===== src/rtl/peripheral_biu_arbiter.sv =====
// rtl/peripheral_biu_arbiter.sv - round-robin two-master to one-slave BIU arbiter
package peripheral_biu_pkg;
  localparam logic [2:0] HBURST_SINGLE = 3'd0;
  localparam logic [2:0] HBURST_INCR   = 3'd1;
  localparam logic [2:0] HBURST_WRAP4  = 3'd2;
  localparam logic [2:0] HBURST_INCR4  = 3'd3;
  localparam logic [2:0] HBURST_WRAP8  = 3'd4;
  localparam logic [2:0] HBURST_INCR8  = 3'd5;
  localparam logic [2:0] HBURST_WRAP16 = 3'd6;
  localparam logic [2:0] HBURST_INCR16 = 3'd7;
endpackage

module peripheral_biu_arbiter
  import peripheral_biu_pkg::*;
(
  input  logic                    clk,
  input  logic                    rst,
  peripheral_biu_arbiter_if.slave  m0,
  peripheral_biu_arbiter_if.slave  m1,
  peripheral_biu_arbiter_if.master s
);

  typedef enum logic [1:0] {
    IDLE = 2'd0,
    GNT0 = 2'd1,
    GNT1 = 2'd2
  } state_t;

  state_t     r_state;
  logic       r_last;
  logic [5:0] r_outst;

  logic       w_gnt0;
  logic       w_gnt1;
  logic       w_accept;
  logic [6:0] w_beats;
  logic [6:0] w_sum;
  logic [5:0] w_outst_nxt;
  logic       w_cur_lock;
  logic       w_release;

  assign w_gnt0 = (r_state == GNT0);
  assign w_gnt1 = (r_state == GNT1);

  // Request path: m0 is the default source so IDLE shows m0's address/data.
  assign s.stb   = (w_gnt0 & m0.stb) | (w_gnt1 & m1.stb);
  assign s.adri  = w_gnt1 ? m1.adri  : m0.adri;
  assign s.size  = w_gnt1 ? m1.size  : m0.size;
  assign s.btype = w_gnt1 ? m1.btype : m0.btype;
  assign s.prot  = w_gnt1 ? m1.prot  : m0.prot;
  assign s.lock  = w_gnt1 ? m1.lock  : m0.lock;
  assign s.we    = w_gnt1 ? m1.we    : m0.we;
  assign s.d     = w_gnt1 ? m1.d     : m0.d;

  assign m0.stb_ack = w_gnt0 & s.stb_ack;
  assign m0.d_ack   = w_gnt0 & s.d_ack;
  assign m0.ack     = w_gnt0 & s.ack;
  assign m0.err     = w_gnt0 & s.err;
  assign m1.stb_ack = w_gnt1 & s.stb_ack;
  assign m1.d_ack   = w_gnt1 & s.d_ack;
  assign m1.ack     = w_gnt1 & s.ack;
  assign m1.err     = w_gnt1 & s.err;

  assign m0.q    = s.q;
  assign m1.q    = s.q;
  assign m0.adro = s.adro;
  assign m1.adro = s.adro;

  always_comb begin
    w_beats = 7'd1;
    case (s.btype)
      HBURST_WRAP4,  HBURST_INCR4:  w_beats = 7'd4;
      HBURST_WRAP8,  HBURST_INCR8:  w_beats = 7'd8;
      HBURST_WRAP16, HBURST_INCR16: w_beats = 7'd16;
      default:                      w_beats = 7'd1;
    endcase
  end

  assign w_accept = s.stb & s.stb_ack;

  always_comb begin
    w_sum = {1'b0, r_outst} + (w_accept ? w_beats : 7'd0);
    if (s.ack && (w_sum != 7'd0)) w_sum = w_sum - 7'd1;
    if (s.err)                    w_outst_nxt = 6'd0;
    else if (w_sum > 7'd63)       w_outst_nxt = 6'd63;
    else                          w_outst_nxt = w_sum[5:0];
  end

  assign w_cur_lock = w_gnt1 ? m1.lock : m0.lock;
  // A strobe accepted on the draining cycle keeps the grant for its beats.
  assign w_release  = (w_outst_nxt == 6'd0) & ~w_accept & ~w_cur_lock;

  always_ff @(posedge clk or negedge rst) begin
    if (!rst) begin
      r_state <= IDLE;
      r_last  <= 1'b1;
      r_outst <= 6'd0;
    end else begin
      r_outst <= w_outst_nxt;
      case (r_state)
        IDLE: begin
          if (m0.stb && (!m1.stb || r_last)) begin
            r_state <= GNT0;
            r_last  <= 1'b0;
          end else if (m1.stb) begin
            r_state <= GNT1;
            r_last  <= 1'b1;
          end
        end
        GNT0, GNT1: begin
          if (w_release) r_state <= IDLE;
        end
        default: r_state <= IDLE;
      endcase
    end
  end

endmodule


===== src/rtl/peripheral_biu_arbiter_if.sv =====
// rtl/peripheral_biu_arbiter_if.sv - BIU link between one master and one slave
interface peripheral_biu_arbiter_if #(
  parameter int XLEN = 64,
  parameter int PLEN = 64
);
  logic            stb;
  logic            stb_ack;
  logic            d_ack;
  logic [PLEN-1:0] adri;
  logic [PLEN-1:0] adro;
  logic [2:0]      size;
  logic [2:0]      btype;
  logic [2:0]      prot;
  logic            lock;
  logic            we;
  logic [XLEN-1:0] d;
  logic [XLEN-1:0] q;
  logic            ack;
  logic            err;

  modport master (
    output stb, adri, size, btype, prot, lock, we, d,
    input  stb_ack, d_ack, adro, q, ack, err
  );

  modport slave (
    input  stb, adri, size, btype, prot, lock, we, d,
    output stb_ack, d_ack, adro, q, ack, err
  );
endinterface


===== src/flat_wrapper.sv =====
// flat-port wrapper written by rule: the top's interface ports become plain ports
module peripheral_biu_arbiter_flat import peripheral_biu_pkg::*;
  (clk, rst, m0_stb, m0_adri, m0_size, m0_btype, m0_prot, m0_lock, m0_we, m0_d, m0_stb_ack, m0_d_ack, m0_adro, m0_q, m0_ack, m0_err, m1_stb, m1_adri, m1_size, m1_btype, m1_prot, m1_lock, m1_we, m1_d, m1_stb_ack, m1_d_ack, m1_adro, m1_q, m1_ack, m1_err, s_stb, s_adri, s_size, s_btype, s_prot, s_lock, s_we, s_d, s_stb_ack, s_d_ack, s_adro, s_q, s_ack, s_err);
  peripheral_biu_arbiter_if #(.XLEN(64), .PLEN(64)) m0_i ();
  peripheral_biu_arbiter_if #(.XLEN(64), .PLEN(64)) m1_i ();
  peripheral_biu_arbiter_if #(.XLEN(64), .PLEN(64)) s_i ();
  input  logic clk;
  input  logic rst;
  input wire logic [$bits(m0_i.stb)-1:0] m0_stb;
  input wire logic [$bits(m0_i.adri)-1:0] m0_adri;
  input wire logic [$bits(m0_i.size)-1:0] m0_size;
  input wire logic [$bits(m0_i.btype)-1:0] m0_btype;
  input wire logic [$bits(m0_i.prot)-1:0] m0_prot;
  input wire logic [$bits(m0_i.lock)-1:0] m0_lock;
  input wire logic [$bits(m0_i.we)-1:0] m0_we;
  input wire logic [$bits(m0_i.d)-1:0] m0_d;
  output wire logic [$bits(m0_i.stb_ack)-1:0] m0_stb_ack;
  output wire logic [$bits(m0_i.d_ack)-1:0] m0_d_ack;
  output wire logic [$bits(m0_i.adro)-1:0] m0_adro;
  output wire logic [$bits(m0_i.q)-1:0] m0_q;
  output wire logic [$bits(m0_i.ack)-1:0] m0_ack;
  output wire logic [$bits(m0_i.err)-1:0] m0_err;
  input wire logic [$bits(m1_i.stb)-1:0] m1_stb;
  input wire logic [$bits(m1_i.adri)-1:0] m1_adri;
  input wire logic [$bits(m1_i.size)-1:0] m1_size;
  input wire logic [$bits(m1_i.btype)-1:0] m1_btype;
  input wire logic [$bits(m1_i.prot)-1:0] m1_prot;
  input wire logic [$bits(m1_i.lock)-1:0] m1_lock;
  input wire logic [$bits(m1_i.we)-1:0] m1_we;
  input wire logic [$bits(m1_i.d)-1:0] m1_d;
  output wire logic [$bits(m1_i.stb_ack)-1:0] m1_stb_ack;
  output wire logic [$bits(m1_i.d_ack)-1:0] m1_d_ack;
  output wire logic [$bits(m1_i.adro)-1:0] m1_adro;
  output wire logic [$bits(m1_i.q)-1:0] m1_q;
  output wire logic [$bits(m1_i.ack)-1:0] m1_ack;
  output wire logic [$bits(m1_i.err)-1:0] m1_err;
  output wire logic [$bits(s_i.stb)-1:0] s_stb;
  output wire logic [$bits(s_i.adri)-1:0] s_adri;
  output wire logic [$bits(s_i.size)-1:0] s_size;
  output wire logic [$bits(s_i.btype)-1:0] s_btype;
  output wire logic [$bits(s_i.prot)-1:0] s_prot;
  output wire logic [$bits(s_i.lock)-1:0] s_lock;
  output wire logic [$bits(s_i.we)-1:0] s_we;
  output wire logic [$bits(s_i.d)-1:0] s_d;
  input wire logic [$bits(s_i.stb_ack)-1:0] s_stb_ack;
  input wire logic [$bits(s_i.d_ack)-1:0] s_d_ack;
  input wire logic [$bits(s_i.adro)-1:0] s_adro;
  input wire logic [$bits(s_i.q)-1:0] s_q;
  input wire logic [$bits(s_i.ack)-1:0] s_ack;
  input wire logic [$bits(s_i.err)-1:0] s_err;
  assign m0_i.stb = m0_stb;
  assign m0_i.adri = m0_adri;
  assign m0_i.size = m0_size;
  assign m0_i.btype = m0_btype;
  assign m0_i.prot = m0_prot;
  assign m0_i.lock = m0_lock;
  assign m0_i.we = m0_we;
  assign m0_i.d = m0_d;
  assign m0_stb_ack = m0_i.stb_ack;
  assign m0_d_ack = m0_i.d_ack;
  assign m0_adro = m0_i.adro;
  assign m0_q = m0_i.q;
  assign m0_ack = m0_i.ack;
  assign m0_err = m0_i.err;
  assign m1_i.stb = m1_stb;
  assign m1_i.adri = m1_adri;
  assign m1_i.size = m1_size;
  assign m1_i.btype = m1_btype;
  assign m1_i.prot = m1_prot;
  assign m1_i.lock = m1_lock;
  assign m1_i.we = m1_we;
  assign m1_i.d = m1_d;
  assign m1_stb_ack = m1_i.stb_ack;
  assign m1_d_ack = m1_i.d_ack;
  assign m1_adro = m1_i.adro;
  assign m1_q = m1_i.q;
  assign m1_ack = m1_i.ack;
  assign m1_err = m1_i.err;
  assign s_stb = s_i.stb;
  assign s_adri = s_i.adri;
  assign s_size = s_i.size;
  assign s_btype = s_i.btype;
  assign s_prot = s_i.prot;
  assign s_lock = s_i.lock;
  assign s_we = s_i.we;
  assign s_d = s_i.d;
  assign s_i.stb_ack = s_stb_ack;
  assign s_i.d_ack = s_d_ack;
  assign s_i.adro = s_adro;
  assign s_i.q = s_q;
  assign s_i.ack = s_ack;
  assign s_i.err = s_err;
  peripheral_biu_arbiter u_core (.clk(clk), .rst(rst), .m0(m0_i), .m1(m1_i), .s(s_i));
endmodule

===== config.mk =====
export PLATFORM = sky130hd
export DESIGN_NAME = peripheral_biu_arbiter_flat
export DESIGN_NICKNAME = d
export VERILOG_FILES = /design/src/rtl/peripheral_biu_arbiter.sv /design/src/rtl/peripheral_biu_arbiter_if.sv /design/src/flat_wrapper.sv
export SDC_FILE = /design/constraint.sdc
export NUM_CORES = 1
export LEC_CHECK = 0
export BUFFER_PORTS_ARGS = -buffer_cell sky130_fd_sc_hd__buf_2
export CAP_MARGIN = 20
export CORE_AREA = 10 10 312 314
export CTS_CLUSTER_DIAMETER = 30
export DETAILED_ROUTE_END_ITERATION = 8
export DIE_AREA = 0 0 322 324
export PLACE_DENSITY = 0.3
export SLEW_MARGIN = 20
export SYNTH_ARGS = -nofsm -noshare
export SYNTH_HDL_FRONTEND = slang
export SYNTH_SLANG_ARGS = --single-unit

===== constraint.sdc =====
create_clock -name clk -period 4.1 [get_ports clk]
set_input_delay 0.615 -clock clk [delete_from_list [all_inputs] [get_ports clk]]
set_output_delay 0.615 -clock clk [all_outputs]
set_load 0.05 [all_outputs]

Word level (Yosys, flattened, before mapping):

Cells that the tools add are included.

* add/subtract/negate cells: 2
* multipliers: 0
* div/mod/pow operators: 0
* $lt $le $gt $ge: 1
* equal/unequal tests: 10
* shift operators: 0
* multiplexer cells: 18
* bitwise operators: 16
* reductions and logical operators: 14

Operators by type and width (count)
* $mux W64: 2
* $pmux W5 S3: 1
* $and A1 B1 Y1: 13
* $eq A3 B3 Y1 const B: 4
* $mux W6: 2
* $mux W3: 3
* $reduce_or A2 Y1: 4
* $add A6 B7 Y7: 1
* $gt A7 B6 Y1 const B: 1
* $mux W7: 1
* $reduce_bool A7 Y1: 1
* $sub A7 B1 Y7 const B: 1
* $eq A3 B2 Y1 const B: 2
* $logic_not A6 Y1: 1
* $mux W2: 3
* $mux W5: 1
* $mux W1: 4
* $pmux W2 S2: 1
* $reduce_and A2 Y1: 2
* $ne A3 B2 Y1 const B: 1
* $eq A2 B1 Y1 const B: 1
* $eq A2 B2 Y1 const B: 1
* $logic_and A1 B1 Y1: 2
* $logic_not A2 Y1: 1
* 6 further kinds: 7

* register bits after elaboration: 9
* latch bits: 0
* RAM bits: 0
* ROM bits: 0
* bits of input ports: 414
* output and inout bits: 404
* word-level logic and storage cells: 64
* memories: 0

Longest topological paths before layout:

Gate-level depths: netlist of run 1.

* depth after elaboration: 18
* gate-level depth with buffers: 19
* mapped depth without buffers: 16

Least setup slack after synthesis of run 1:

OpenSTA, ideal clock, no wires.

* kind: register to register
* from: register u_core.r_state[0]
* to: register u_core.r_state[0]
* library setup time: 0.121 ns
* arrival time: 4.155 ns
* required time: 3.979 ns
* setup slack: -0.176 ns
* cell stages (with the launch flop): 19
* buffers on the path: 2
* period minus slack after synthesis: 4.276 ns
* cell sequence: dfrtp_1 > inv_1 > ha_1 > clkbuf_1 > clkbuf_1 > mux2i_1 > inv_1 > nor3_1 > ha_1 > ha_1 > a21boi_1 > a21oi_1 > o31ai_2 > and3_1 > a31oi_1 > mux2_4 > a41oi_2 > o22ai_1 > a22o_1

* longest elaborated chain between the ends: 18

Ends and longest elaborated chain
* start, declared: line peripheral_biu_arbiter.sv:29 `state_t r_state;`
* start signal, assigned: line peripheral_biu_arbiter.sv:95 `r_state <= IDLE;`
* start signal, assigned: line peripheral_biu_arbiter.sv:103 `r_state <= GNT0;`
* start signal, assigned: line peripheral_biu_arbiter.sv:106 `r_state <= GNT1;`
* $eq A2 B2 Y1 *: line peripheral_biu_arbiter.sv:43 `assign w_gnt1 = (r_state == GNT1);`
* $mux W3 *: line peripheral_biu_arbiter.sv:49 `assign s.btype = w_gnt1 ? m1.btype : m0.btype;`
* via s_btype[1]: line flat_wrapper.sv:40 `output wire logic [$bits(s_i.btype)-1:0] s_btype;`
* $eq A3 B3 Y1 or $eq A3 B2 Y1 (tied branches): line peripheral_biu_arbiter.sv:71 `case (s.btype)`
* $reduce_or A2 Y1: line peripheral_biu_arbiter.sv:71
* $pmux W5 S3 *: line peripheral_biu_arbiter.sv:71
* $mux W5 *: line peripheral_biu_arbiter.sv:82 `w_sum = {1'b0, r_outst} + (w_accept ? w_beats : 7'd0);`
* $add A6 B7 Y7 *: line peripheral_biu_arbiter.sv:82
* branches (longest 2 deep; another with $sub A7 B1 Y7)
* $mux W7 *: line peripheral_biu_arbiter.sv:83 `if (s.ack && (w_sum != 7'd0)) w_sum = w_sum - 7'd1;`
* $gt A7 B6 Y1: line peripheral_biu_arbiter.sv:85 `else if (w_sum > 7'd63) w_outst_nxt = 6'd63;`
* $mux W6 *: line peripheral_biu_arbiter.sv:85
* $mux W6 *: line peripheral_biu_arbiter.sv:84 `if (s.err) w_outst_nxt = 6'd0;`
* $logic_not A6 Y1 *: line peripheral_biu_arbiter.sv:91 `assign w_release = (w_outst_nxt == 6'd0) & ~w_accept & ~w_cur_lock;`
* $and A1 B1 Y1 * (2 in series): line peripheral_biu_arbiter.sv:91
* $ne A2 B1 Y1 (no source line) *
* $reduce_and A2 Y1 (no source line) *

Mark *: on every way through the listed nets, which the timed path passes.
A chain may end at the register's enable or synchronous reset.

Worst setup path after layout of run 1:

* from: register u_core.r_state[0]
* to: register u_core.r_state[0]

* longest elaborated chain between the ends: 18

Ends and longest elaborated chain
* branches (longest 18 deep; another with $add A6 B7 Y7)

Several ways; the timed one is not identified.

==> impl_metrics.ini, run 1 <==
[status]
outcome = complete, no violations

[finish]
areaGrowthSynthToFinish_pct = 42.6
mostFrequentLayoutCells = buf_2 (433), mux2_2 (137), buf_4 (13), and2_1 (10), nor2_1 (9)
drive_gt1_share_pct = 86.6
nNetsFinal = 1133
final_common_cell = buf_2
diodes = 0

[synth]
ys_types = 49
synth.area.top_cells = buf_4 (42%), mux2_2 (34%), dfrtp_1 (4.4%)
synthesis.yosys.warnings = 0
synthesis.area_sq_um = 4570
synth.avg_cell_area_sq_um = 8.57
synth_edf_count = 0
ys.flop_type = dfrtp_1
ys_ff_latch = 9
yosysTopAreaCell = buf_4
synthArstFlopShare_pct = 100
synth_seq_area_share_pct = 4.96
syn-num-nets = 957
syn_inst = 533
synth_top_area_share_pct = 42.1

[die]
num_io_pins = 818
initial_utilization_pct = 5.02
die_h_microns = 324
dieArea_sq_um = 104000
core_sq_um = 91100
rows = 111
die_w_microns = 322

[sta]
worst_pin_slew_ps = 786
hold_viol_final = 0
hold_ws_ps = 231
skew_ps = 8.39
slew_viol_final = 0
fin_crit_ps = 3860
fin_ws_ps = 240
setup_violations = 0
slew_headroom_pct = 47.6
fin_crit_sh_pct = 94.1
fmax_mhz = 259

[pwr]
p_leak_nw = 2.80
power_mw = 4.15
vdd_ir_drop_max_uv = 169
power_frac_clock_pct = 4.2
powerDensity_nw_per_um2 = 637
power_frac_comb_pct = 91.7
p_switching_mw = 2.81
swShare_pct = 67.7
power.share.sequential_pct = 4.1
p_int_mw = 1.34

[worst_setup_path]
critPathArrivalTime_ps = 3990
r2r-start = u_core.r_state[0]
crit_chain = inv_2 > ha_4 > mux2i_4 > inv_2 > nor3_1 > ha_2 > nand3_2 > nand3b_2 > a22o_2 > or3_1 > o21ai_2 > and4bb_1 > a41oi_4 > o22ai_1 > a22o_1
crit_family = simple AND/OR/NAND/NOR gates
worst-path-buf-inv = 2
cp.required_ps = 4230
crit_path_top_delay_cell = dfrtp_1
cp_common_cell = inv_2
startpoint = u_core.r_state[0]
slowest_delay_ps = 400
critPathLaunchType = flip-flop
critPathKind = flip-flop to flip-flop
endpoint_kind = flip-flop
cp_max_fo = 7

[run]
drv_cap = 0

[global_route]
grt-ovfl-total = 0
grt_pass1_vias = 5085
antenna_found_initial = 16
grt_max_degree = 62
grt_usage_pct = 7.09
grt_pass1_wl_mm = 49.2

[clocking]
cts_htree_levels = 1
clk-insertion-delay-late_ps = 240
clockBufferDepth = 2
cts_root_buffer = clkbuf_16
cts-buffers-inserted = 3
cts_tree = done
cts.sinks = 9
clk_pin_slew_ps = 40
postCtsHoldBufs = 0

[route]
vias = 4460
via_per_inst = 2.35
avgRoutedWirePerCell_microns = 21.1
ant_nets = 0
drt_wl_total_mm = 40.0
drtIter0Drc = 175
drcViolationCount = 0
dr.pass1.iters = 4

[place]
port_buffers = 433
gp_congestion = 0.810
preCtsSetupSlack_ps = -332
dp_hpwl_mm = 37.4

[min_path]
hold_class = input pin to async pin
-- per-layer routing --
layer  up-vias  track usage, %  part of all wire [%]
met2       548            10.1                    40
li1       1902               -                     -
met1      1921            8.45                    41
met5         -               0                 0.095
met4         6            1.14                   1.9
met3        83            5.33                    18
-- cells by family after synthesis --
family | synth area share, %
buffers and inverters | 44.8
multiplexers | 34.7
AND/OR/NAND/NOR | 5.23
AO/OA/AOI/OAI | 6.24
adder cells (fa/ha/maj) | 2.74
flip-flops | 4.96
XOR/XNOR | 1.31
-- per-stage QoR --
stage               utilization, %  cells  area (sq um)  TNS (ps)
floorplan                        -    533          4570         0
global placement              6.87   1881          6260      -326
CTS                           7.04   1889          6420         0
finish                        7.15   1894          6520         0
global route                  7.15   1894          6520     -35.0
detailed placement            6.87   1881          6260      -651
-- final timing paths --
path / end / slack, ps / cells after the start
max: u_core.r_state[0] / 240 / 15
min: u_core.r_state[0] / 230 / 1
max reg2reg: u_core.r_state[0] / 240 / 15
min reg2reg: u_core.r_last / 530 / 2
max in group asynchronous: u_core.r_last / 3610 / 1
min in group clk: u_core.r_last / 530 / 2
-- synthesized netlist by cell type, types with 3 or more instances --
| master | count |
|---|---|
| nor3_1 | 5 |
| buf_1 | 3 |
| dfrtp_1 | 8 |
| a31oi_1 | 4 |
| nand2_1 | 6 |
| xor2_1 | 3 |
| ha_1 | 10 |
| a211oi_1 | 3 |
| and2_1 | 10 |
| o21ai_1 | 3 |
| mux2i_1 | 3 |
| a22o_1 | 3 |
| a21oi_1 | 8 |
| clkbuf_1 | 14 |
| inv_1 | 11 |
| nor2_1 | 9 |
| nand3_1 | 3 |
| buf_4 | 256 |
| mux2_2 | 137 |
-- state kept, by name, summed over array words and instances (netlist names) --
| register | cells |
|---|---|
| u_core.r_outst | 6 |
| u_core.r_state | 2 |
| u_core.r_last | 1 |
-- power groups by stage --
stage,clock network (mW),registers [mW],logic (mW)
2_1_floorplan,0,0.150,3.19
6_report,0.174,0.171,3.81
3_5_place_dp,0,0.166,3.77
3_3_place_gp,0,0.169,3.75
5_1_grt,0.187,0.174,4.03
4_1_cts,0.179,0.166,3.85
-- area by class of cell --
| class | instances | area (sq um) |
|---|---|---|
| Multi-Input combinational cell | 238 | 2420 |
| Clock buffer | 4 | 78.8 |
| Tap cell | 1186 | 1480 |
| Timing Repair Buffer | 446 | 2260 |
| Fill cell | 10774 | 84600 |
| Inverter | 11 | 41.3 |
| Sequential cell | 9 | 226 |
-- timing repair --
item                       in CTS  in global routing
setup buffers                   4                  5
setup endpoints to repair       2                  2
pin swaps                       2                  9
gates resized for setup        10                 12
(Power assumes the default switching activity.)
==> run 2, diff against run 1 <==
--- a/config.mk
+++ b/config.mk
@@ -7,10 +7,10 @@
 export LEC_CHECK = 0
 export BUFFER_PORTS_ARGS = -buffer_cell sky130_fd_sc_hd__buf_2
 export CAP_MARGIN = 20
-export CORE_AREA = 10 10 312 314
+export CORE_AREA = 2 2 322 324
 export CTS_CLUSTER_DIAMETER = 30
 export DETAILED_ROUTE_END_ITERATION = 8
-export DIE_AREA = 0 0 322 324
+export DIE_AREA = 0 0 324 326
 export PLACE_DENSITY = 0.3
 export SLEW_MARGIN = 20
 export SYNTH_ARGS = -nofsm -noshare
==> impl_metrics.ini, run 2 (synthesis gave the netlist of run 1 again) <==
[clocking]
cts_root_buffer = clkbuf_16
post_cts_buffers = 0
cts_tree = done
cts-buffers-inserted = 3
clk-insertion-delay-late_ps = 240
clockBufferDepth = 2
cts.sinks = 9
clk_pin_slew_ps = 40
postCtsHoldBufs = 0
cts_htree_levels = 1

[finish]
mostFrequentLayoutCells = buf_2 (433), mux2_2 (137), buf_4 (18), and2_1 (10)
fillCellCount = 12171
post-route-util_pct = 6.63
nNetsFinal = 1138
max_flop_register = u_core.r_outst
areaGrowthSynthToFinish_pct = 49.0
final_common_cell = buf_2
fin_cells = 2103
drive_gt1_share_pct = 86.4
reg_top3 = u_core.r_outst (6), u_core.r_state (2), u_core.r_last (1)
largest_register_ffs = 6

[sta]
fmax_mhz = 260
skew_ps = 6.66
fin_ws_ps = 256
rsz0062_at_grt = false
slew_headroom_pct = 36.7
worst_pin_slew_ps = 949
tns_ps = 0
fin_crit_ps = 3840
hold_ws_ps = 237
hold_viol_final = 0
slew_viol_final = 0
fin_crit_sh_pct = 93.8
setup_violations = 0

[worst_setup_path]
crit_family = compound AO/OA/AOI/OAI gates
path_depth = 16
reg2regPathDepth = 16
critPathArrivalTime_ps = 3970
crit_path_top_delay_cell = dfrtp_1
cp_common_cell = ha_1
cp.required_ps = 4220
reg2reg_slack_ps = 260
crit_chain = inv_1 > ha_4 > mux2i_4 > inv_2 > nor3_2 > ha_1 > ha_1 > a21boi_1 > a21oi_2 > o31ai_4 > and3_1 > a31oi_1 > mux2_4 > a41oi_2 > o22ai_1 > a22o_1
critPathLaunchType = flip-flop
r2r-start = u_core.r_state[0]
slowest_delay_ps = 390
critPathKind = flip-flop to flip-flop
endpoint_kind = flip-flop
startpoint = u_core.r_state[0]
r2r-end = u_core.r_state[0]
crit_end = u_core.r_state[0]
cp_max_fo = 6
worst-path-buf-inv = 2

[route]
avgRoutedWirePerCell_microns = 18.1
dr.pass1.iters = 4
drtIter0Drc = 123
drcViolationCount = 0
drt_wl_total_mm = 38.0
ant_nets = 0
vias = 4408
via_per_inst = 2.10

[pwr]
p_leak_nw = 2.83
vdd_ir_drop_max_uv = 277
powerDensity_nw_per_um2 = 595

[min_path]
hold_class = input pin to async pin

[die]
num_io_pins = 818
dieArea_sq_um = 106000
die_h_microns = 326
die_w_microns = 324
rows = 118
core_sq_um = 103000
initial_utilization_pct = 4.45

[place]
port_buffers = 433
dp.cells = 2089
preCtsSetupSlack_ps = 79.5
gp_congestion = 0.731
dp_hpwl_mm = 35.9

[global_route]
grt_usage_pct = 6.79
grt_max_degree = 81
grt-ovfl-total = 0
antenna_found_initial = 36
grt_pass1_vias = 4357
grt_pass1_wl_mm = 45.0

[run]
drv_cap = 0

[status]
outcome = complete, no violations
## run 2: changes by cell type in the layout (fill, tap and decap cells not counted), moves of 2 or more
cell / previous run / this run
buf_4: 13 / 18
diode_2: 0 / 10
ha_1: 6 / 8
ha_4: 3 / 1
## run 2: through the flow
| stage | power, mW | instance area [sq um] |
|---|---|---|
| final | 4.05 | 6810 |
| after global routing | 4.29 | 6790 |
| after CTS | 4.07 | 6690 |
| after detailed placement | 3.87 | 6610 |
| after global placement | 3.91 | 6610 |
| after floorplan | 3.34 | 4570 |
## run 2: worst min path at each step
stage / start / endpoint / slack, ps / cells after the start
global placement: rst / u_core.r_state[1] / 500 / 1
finish: rst / u_core.r_state[0] / 240 / 1
global route: rst / u_core.r_state[0] / 240 / 1
CTS: rst / u_core.r_state[0] / 250 / 1
detailed placement: rst / u_core.r_state[0] / 500 / 1
floorplan: rst / u_core.r_outst[0] / 320 / 0
## run 2: power breakdown
group	internal (mW)	leakage (nW)	switching (mW)
Combinational	1.11	2.67	2.61
Sequential	0.130	0.116	0.0327
Clock	0.130	0.0382	0.0443
## run 2: per-layer routing
| metal | vias to the layer above | share of wire (%) | global-route usage, % |
|---|---|---|---|
| met5 | - | 0.22 | 0 |
| met4 | 12 | 2.4 | 1.09 |
| met3 | 108 | 18 | 5.60 |
| met2 | 492 | 40 | 9.70 |
| met1 | 1868 | 40 | 7.84 |
| li1 | 1928 | - | - |
## run 2: what timing repair did
action                                  4_1_cts  5_1_grt
resized for setup                             0       16
hold endpoints to repair                      0        0
endpoints found under the setup margin        0        2
## run 2: cell type report
| cell class | instances | area (sq um) | area share (%) |
|---|---|---|---|
| well taps | 1380 | 1730 | 25.4 |
| inverters | 11 | 41.3 | 0.607 |
| diodes | 10 | 25.0 | 0.368 |
| repair buffers | 451 | 2300 | 33.8 |
| clock buffers | 4 | 78.8 | 1.16 |
| multi-input cells | 238 | 2410 | 35.4 |
| flip-flops and latches | 9 | 226 | 3.33 |
